===== config.mk =====
export PLATFORM = sky130hd
export DESIGN_NAME = mux_scan_ctrl
export DESIGN_NICKNAME = d
export VERILOG_FILES = /design/src/rtl/mux_scan_pkg.sv /design/src/rtl/scan_step_timer.sv /design/src/rtl/mux_scan_ctrl.sv
export SDC_FILE = /design/constraint.sdc
export NUM_CORES = 1
export LEC_CHECK = 0
export CAP_MARGIN = 40
export CORE_ASPECT_RATIO = 1.1
export CORE_MARGIN = 4
export CORE_UTILIZATION = 50
export DETAILED_ROUTE_END_ITERATION = 8
export PLACE_DENSITY = 0.77
export SYNTH_ARGS = -nofsm -noshare
export SYNTH_HDL_FRONTEND = slang
export SYNTH_SLANG_ARGS = --single-unit

===== constraint.sdc =====
create_clock -name clk -period 1.9 [get_ports clk]
set_input_delay 0.285 -clock clk [delete_from_list [all_inputs] [get_ports clk]]
set_output_delay 0.285 -clock clk [all_outputs]
set_load 0.02 [all_outputs]

===== src/rtl/mux_scan_pkg.sv =====
// Shared definitions for the mux scan controller: FSM encoding and default widths.
package mux_scan_pkg;

  localparam int DEF_WIDTH = 16;
  localparam int DEF_SEL_W = 4;
  localparam int ONES_W    = DEF_SEL_W + 1;

  typedef logic [ONES_W-1:0] ones_t;

  typedef enum logic [1:0] {
    IDLE = 2'd0,
    SCAN = 2'd1,
    DONE = 2'd2
  } state_t;

endpackage


===== src/rtl/scan_step_timer.sv =====
// Hold-window counter: strobes step on the last cycle of every HOLD-cycle window.
module scan_step_timer #(
  parameter int HOLD = 1
) (
  input  logic clk,
  input  logic rst,
  input  logic clear,
  input  logic en,
  output logic step
);

  localparam int CNT_W = (HOLD > 1) ? $clog2(HOLD) : 1;
  localparam logic [CNT_W-1:0] LAST = CNT_W'(HOLD - 1);

  logic [CNT_W-1:0] cnt;

  assign step = en && (cnt == LAST);

  always_ff @(posedge clk) begin
    if (rst || clear) begin
      cnt <= '0;
    end else if (en) begin
      if (cnt == LAST) cnt <= '0;
      else             cnt <= cnt + CNT_W'(1);
    end
  end

endmodule


===== src/rtl/mux_scan_ctrl.sv =====
// Steps a 16:1 mux select through every input and rebuilds the presented word
// from the sampled mux output, with a population count of the sampled bits.
module mux_scan_ctrl
  import mux_scan_pkg::*;
#(
  parameter int WIDTH = DEF_WIDTH,
  parameter int SEL_W = DEF_SEL_W,
  parameter int HOLD  = 1
) (
  input  logic             clk,
  input  logic             rst,
  input  logic             start,
  input  logic [WIDTH-1:0] data_in,
  output logic [WIDTH-1:0] mux_a,
  output logic [SEL_W-1:0] mux_s,
  input  logic             mux_f,
  output logic             busy,
  output logic             done,
  output logic [WIDTH-1:0] data_out,
  output logic [SEL_W:0]   ones_cnt
);

  localparam logic [SEL_W-1:0] LAST_SEL = SEL_W'(WIDTH - 1);

  state_t           state;
  logic [WIDTH-1:0] shadow;
  logic [WIDTH-1:0] shadow_nxt;
  logic [SEL_W:0]   shadow_cnt;
  logic [SEL_W:0]   shadow_cnt_nxt;
  logic             accept;
  logic             step;
  logic             last;

  assign accept = (state == IDLE) && start;
  assign last   = step && (mux_s == LAST_SEL);

  scan_step_timer #(.HOLD(HOLD)) u_timer (
    .clk   (clk),
    .rst   (rst),
    .clear (accept),
    .en    (state == SCAN),
    .step  (step)
  );

  // The final sample must reach data_out on the same edge it is taken.
  always_comb begin
    shadow_nxt        = shadow;
    shadow_nxt[mux_s] = mux_f;
    shadow_cnt_nxt    = shadow_cnt + (SEL_W+1)'(mux_f);
  end

  always_ff @(posedge clk) begin
    if (rst) begin
      state      <= IDLE;
      mux_a      <= '0;
      mux_s      <= '0;
      busy       <= 1'b0;
      done       <= 1'b0;
      data_out   <= '0;
      ones_cnt   <= '0;
      shadow     <= '0;
      shadow_cnt <= '0;
    end else begin
      case (state)
        IDLE: begin
          done <= 1'b0;
          if (start) begin
            state      <= SCAN;
            mux_a      <= data_in;
            mux_s      <= '0;
            shadow     <= '0;
            shadow_cnt <= '0;
            busy       <= 1'b1;
          end
        end
        SCAN: begin
          if (step) begin
            shadow     <= shadow_nxt;
            shadow_cnt <= shadow_cnt_nxt;
            if (last) begin
              state    <= DONE;
              busy     <= 1'b0;
              done     <= 1'b1;
              data_out <= shadow_nxt;
              ones_cnt <= shadow_cnt_nxt;
            end else begin
              mux_s <= mux_s + SEL_W'(1);
            end
          end
        end
        DONE: begin
          done  <= 1'b0;
          state <= IDLE;
        end
        default: begin
          state <= IDLE;
          busy  <= 1'b0;
          done  <= 1'b0;
        end
      endcase
    end
  end

endmodule


==> impl_metrics.csv <==
group,metric,value,unit
setup_path,worstSetupPathType,"flop to primary output",
power_and_ir_drop,worst_ir_drop_vdd,445.9,uV
route,wl_met3,186,um
timing,period_needed,1792,ps
power_and_ir_drop,pwr_density_cell,765.5,nW/um^2
setup_path,max_stage_delay,670,ps
layout,nFillCells,450,
timing,grt_setup_unrepaired,"false",
synthesis,syn_avg_cell_area,10.25,um^2
power_and_ir_drop,p_leak,0.001412,uW
grt,overflow,0,
timing,fin_crit_sh,94.32,%
cts,cts_buffers,9,
cts,cts_tree,"built",
grt,grt_pass1_vias,2262,
route,dr.first_iter.drc_count,137,
route,drt-total-wl,6.534,mm
synthesis,synth_edf_count,0,
placed_design,dpl.hpwl,4.529,mm
timing,final.setup.tns,0,ps
floorplanning,core,5395,um^2
setup_path,crit_buf_inv,1,
placed_design,placedInstanceArea,3495,um^2
timing,drv_slew,0,
synthesis,ys_types,42,
setup_path,cp-start-kind,"flop",
cts,post_cts_buffers,0,
floorplanning,dieWidth,79.05,um
synthesis,async_flop_share,0,%
cts,cts.clk_slew.worst_paths,70,ps
route,met1_length,2.972,mm
setup_path,crit-reg2reg-launch,"mux_s[0]",
timing,fmax,558.0,MHz
floorplanning,fp.dieH,86.16,um
setup_path,cpMaxStageDelayCell,"clkdlybuf4s50_1",
cts,clock-sinks,65,
floorplanning,initial_core_util,51.46,%
synthesis,ys.flop_type,"dfxtp_1",
timing,finalHoldViolCount,0,
layout,fin_area,3681,um^2
floorplanning,row_count,28,
route,drt_pass1_iterations,4,
hold_path,min_from,"data_out[12]",
grt,grt_max_degree,19,
cts,cts.path.max_buffers,2,
setup_path,worstPathRequired,1620,ps
cts,cts_hold_buf,0,
synthesis,synth_area_leaders,"dfxtp_1 (47%), mux2i_1 (11%), o2bb2ai_1 (6.0%), ha_1 (4.1%), nor2_1 (2.8%)",
synthesis,synth_area,2776,um^2
synthesis,synthCells,271,
layout,drive_above_1_share,10.88,%
cts,ctsHtreeMaxLevel,3,
route,drtAntennaViolNets,0,
setup_path,startpoint,"mux_s[0]",
cts,cts-root-buf,"clkbuf_8",
hold_path,min_path_type,"flop to flop",
floorplanning,die_area,6811,um^2
layout,final_cell_mix,"dfxtp_1 (64), clkdlybuf4s50_1 (62), mux2i_1 (30)",
synthesis,ys.warnings.count,0,
timing,slew_headroom,71.38,%
placed_design,gp_congestion,0.7809,
setup_path,arrival,1510,ps
setup_path,cp_max_fo,7,
layout,nets,365,
run_status,status,"finished, final reports clean",
cts,insertion_delay,340,ps
route,routedWlPerCell,15.74,um
route,vias,2280,
cts,cts_resized,0,
grt,grt_pass1_wl,10.98,mm
layout,area_delta_synth_final,32.58,%
setup_path,crit_chain,"clkdlybuf4s50_1",
placed_design,portBuffers,62,
layout,final_common_cell,"dfxtp_1",
grt,antenna_found_initial,0,
setup_path,crit_family,"buffers and inverters",
synthesis,synth_top_cell_by_area,"dfxtp_1",
layout,n_antenna_cell,0,
synthesis,synth_top_area_share,46.87,%
grt,track_usage,20.46,%
synthesis,synth-seq-cells,65,
floorplanning,boundaryPins,63,
synthesis,mappedNetlistNets,300,
route,vias_per_cell,5.494,
timing,finalClockSkew,6.945,ps
synthesis,seq_area_frac_synth,46.87,%
route,wl_met2,3.244,mm
timing,tightestPinTransition,428.8,ps
route,drc,0,
timing,setup_viol_count_final,0,
flow_run,drv_cap,0,
setup_path,critPathCaptureType,"primary output",
route,top_layer,"met4",
==> worst register-to-register path: cells and delay by family (launching register included) <==
kind / cells / cell delay, ps
flops: 1 / 400
simple gates: 1 / 300
mux: 1 / 290
fa+ha+maj: 1 / 280
buf+inv: 1 / 180
compound gates: 1 / 110
==> path summary, 6_finish.rpt <==
check	endpoint	slack, ps	depth (start not counted)
min reg2reg	data_out[12]	460	1
max reg2reg	data_out[2]	230	5
max	mux_s[0]	110	1
min	data_out[12]	460	1
==> layer usage <==
metal  track usage [%]  vias to the layer above
met5                 0                        -
met4             11.25                        0
met3             3.466                       11
met2             32.92                       35
met1             25.98                     1108
li1                  -                     1126
==> power breakdown <==
part / leakage, uW / internal, uW / switching, uW
Combinational: 0.000793 / 160 / 164
Clock: 0.0000915 / 572 / 505
Sequential: 0.000528 / 1390 / 23.5
==> per-stage QoR <==
stage / power (uW) / setup WS (ps) / hold slack (ps) / cells / utilization [%]
floorplan: 1632 / 311.2 / 428.5 / 271 / -
global placement: 1764 / 121.7 / 437.8 / 400 / 64.77
detailed placement: 1770 / 74.52 / 445.3 / 400 / 64.77
CTS: 2833 / 9.510 / 455.0 / 415 / 68.14
global route: 2918 / 32.62 / 472.7 / 415 / 68.23
finish: 2818 / 107.8 / 457.6 / 415 / 68.23
==> cells in the mapped netlist, types with 7 or more instances <==
library cell and number:
inv_1 10, nand3_1 9, buf_2 9, o22ai_1 9
o2bb2ai_1 19, a22oi_1 7, nor2_1 21, a211oi_1 7
nand3b_1 7, a21oi_1 13, dfxtp_1 65, mux2i_1 30
ha_1 9
==> state kept, by name, indices dropped and copies added (netlist names) <==
signal      flops
data_out       16
mux_a          16
shadow         15
ones_cnt        5
shadow_cnt      5
mux_s           4
state           2
busy            1
done            1
==> kinds of logic after synthesis <==
logic type	Yosys count	share of synthesized area, %
muxes	31	11.22
buffers and inverters	32	5.948
xor gates and xnor gates	3	0.9465
adders and majority gates	9	4.056
DFF	65	46.87
AOI/OAI and AO/OA	71	18.97
and+or+nand+nor	60	11.99
==> cell type report <==
class | instances | area (um^2) | area share, %
Timing Repair Buffer | 75 | 743.2 | 20.19
Clock inverter | 2 | 12.51 | 0.3399
Tap cell | 75 | 93.84 | 2.549
Multi-Input combinational cell | 174 | 1319 | 35.83
Sequential cell | 65 | 1303 | 35.38
Inverter | 11 | 41.29 | 1.122
Clock buffer | 13 | 168.9 | 4.589
Power figures use the tool's default switching activity.
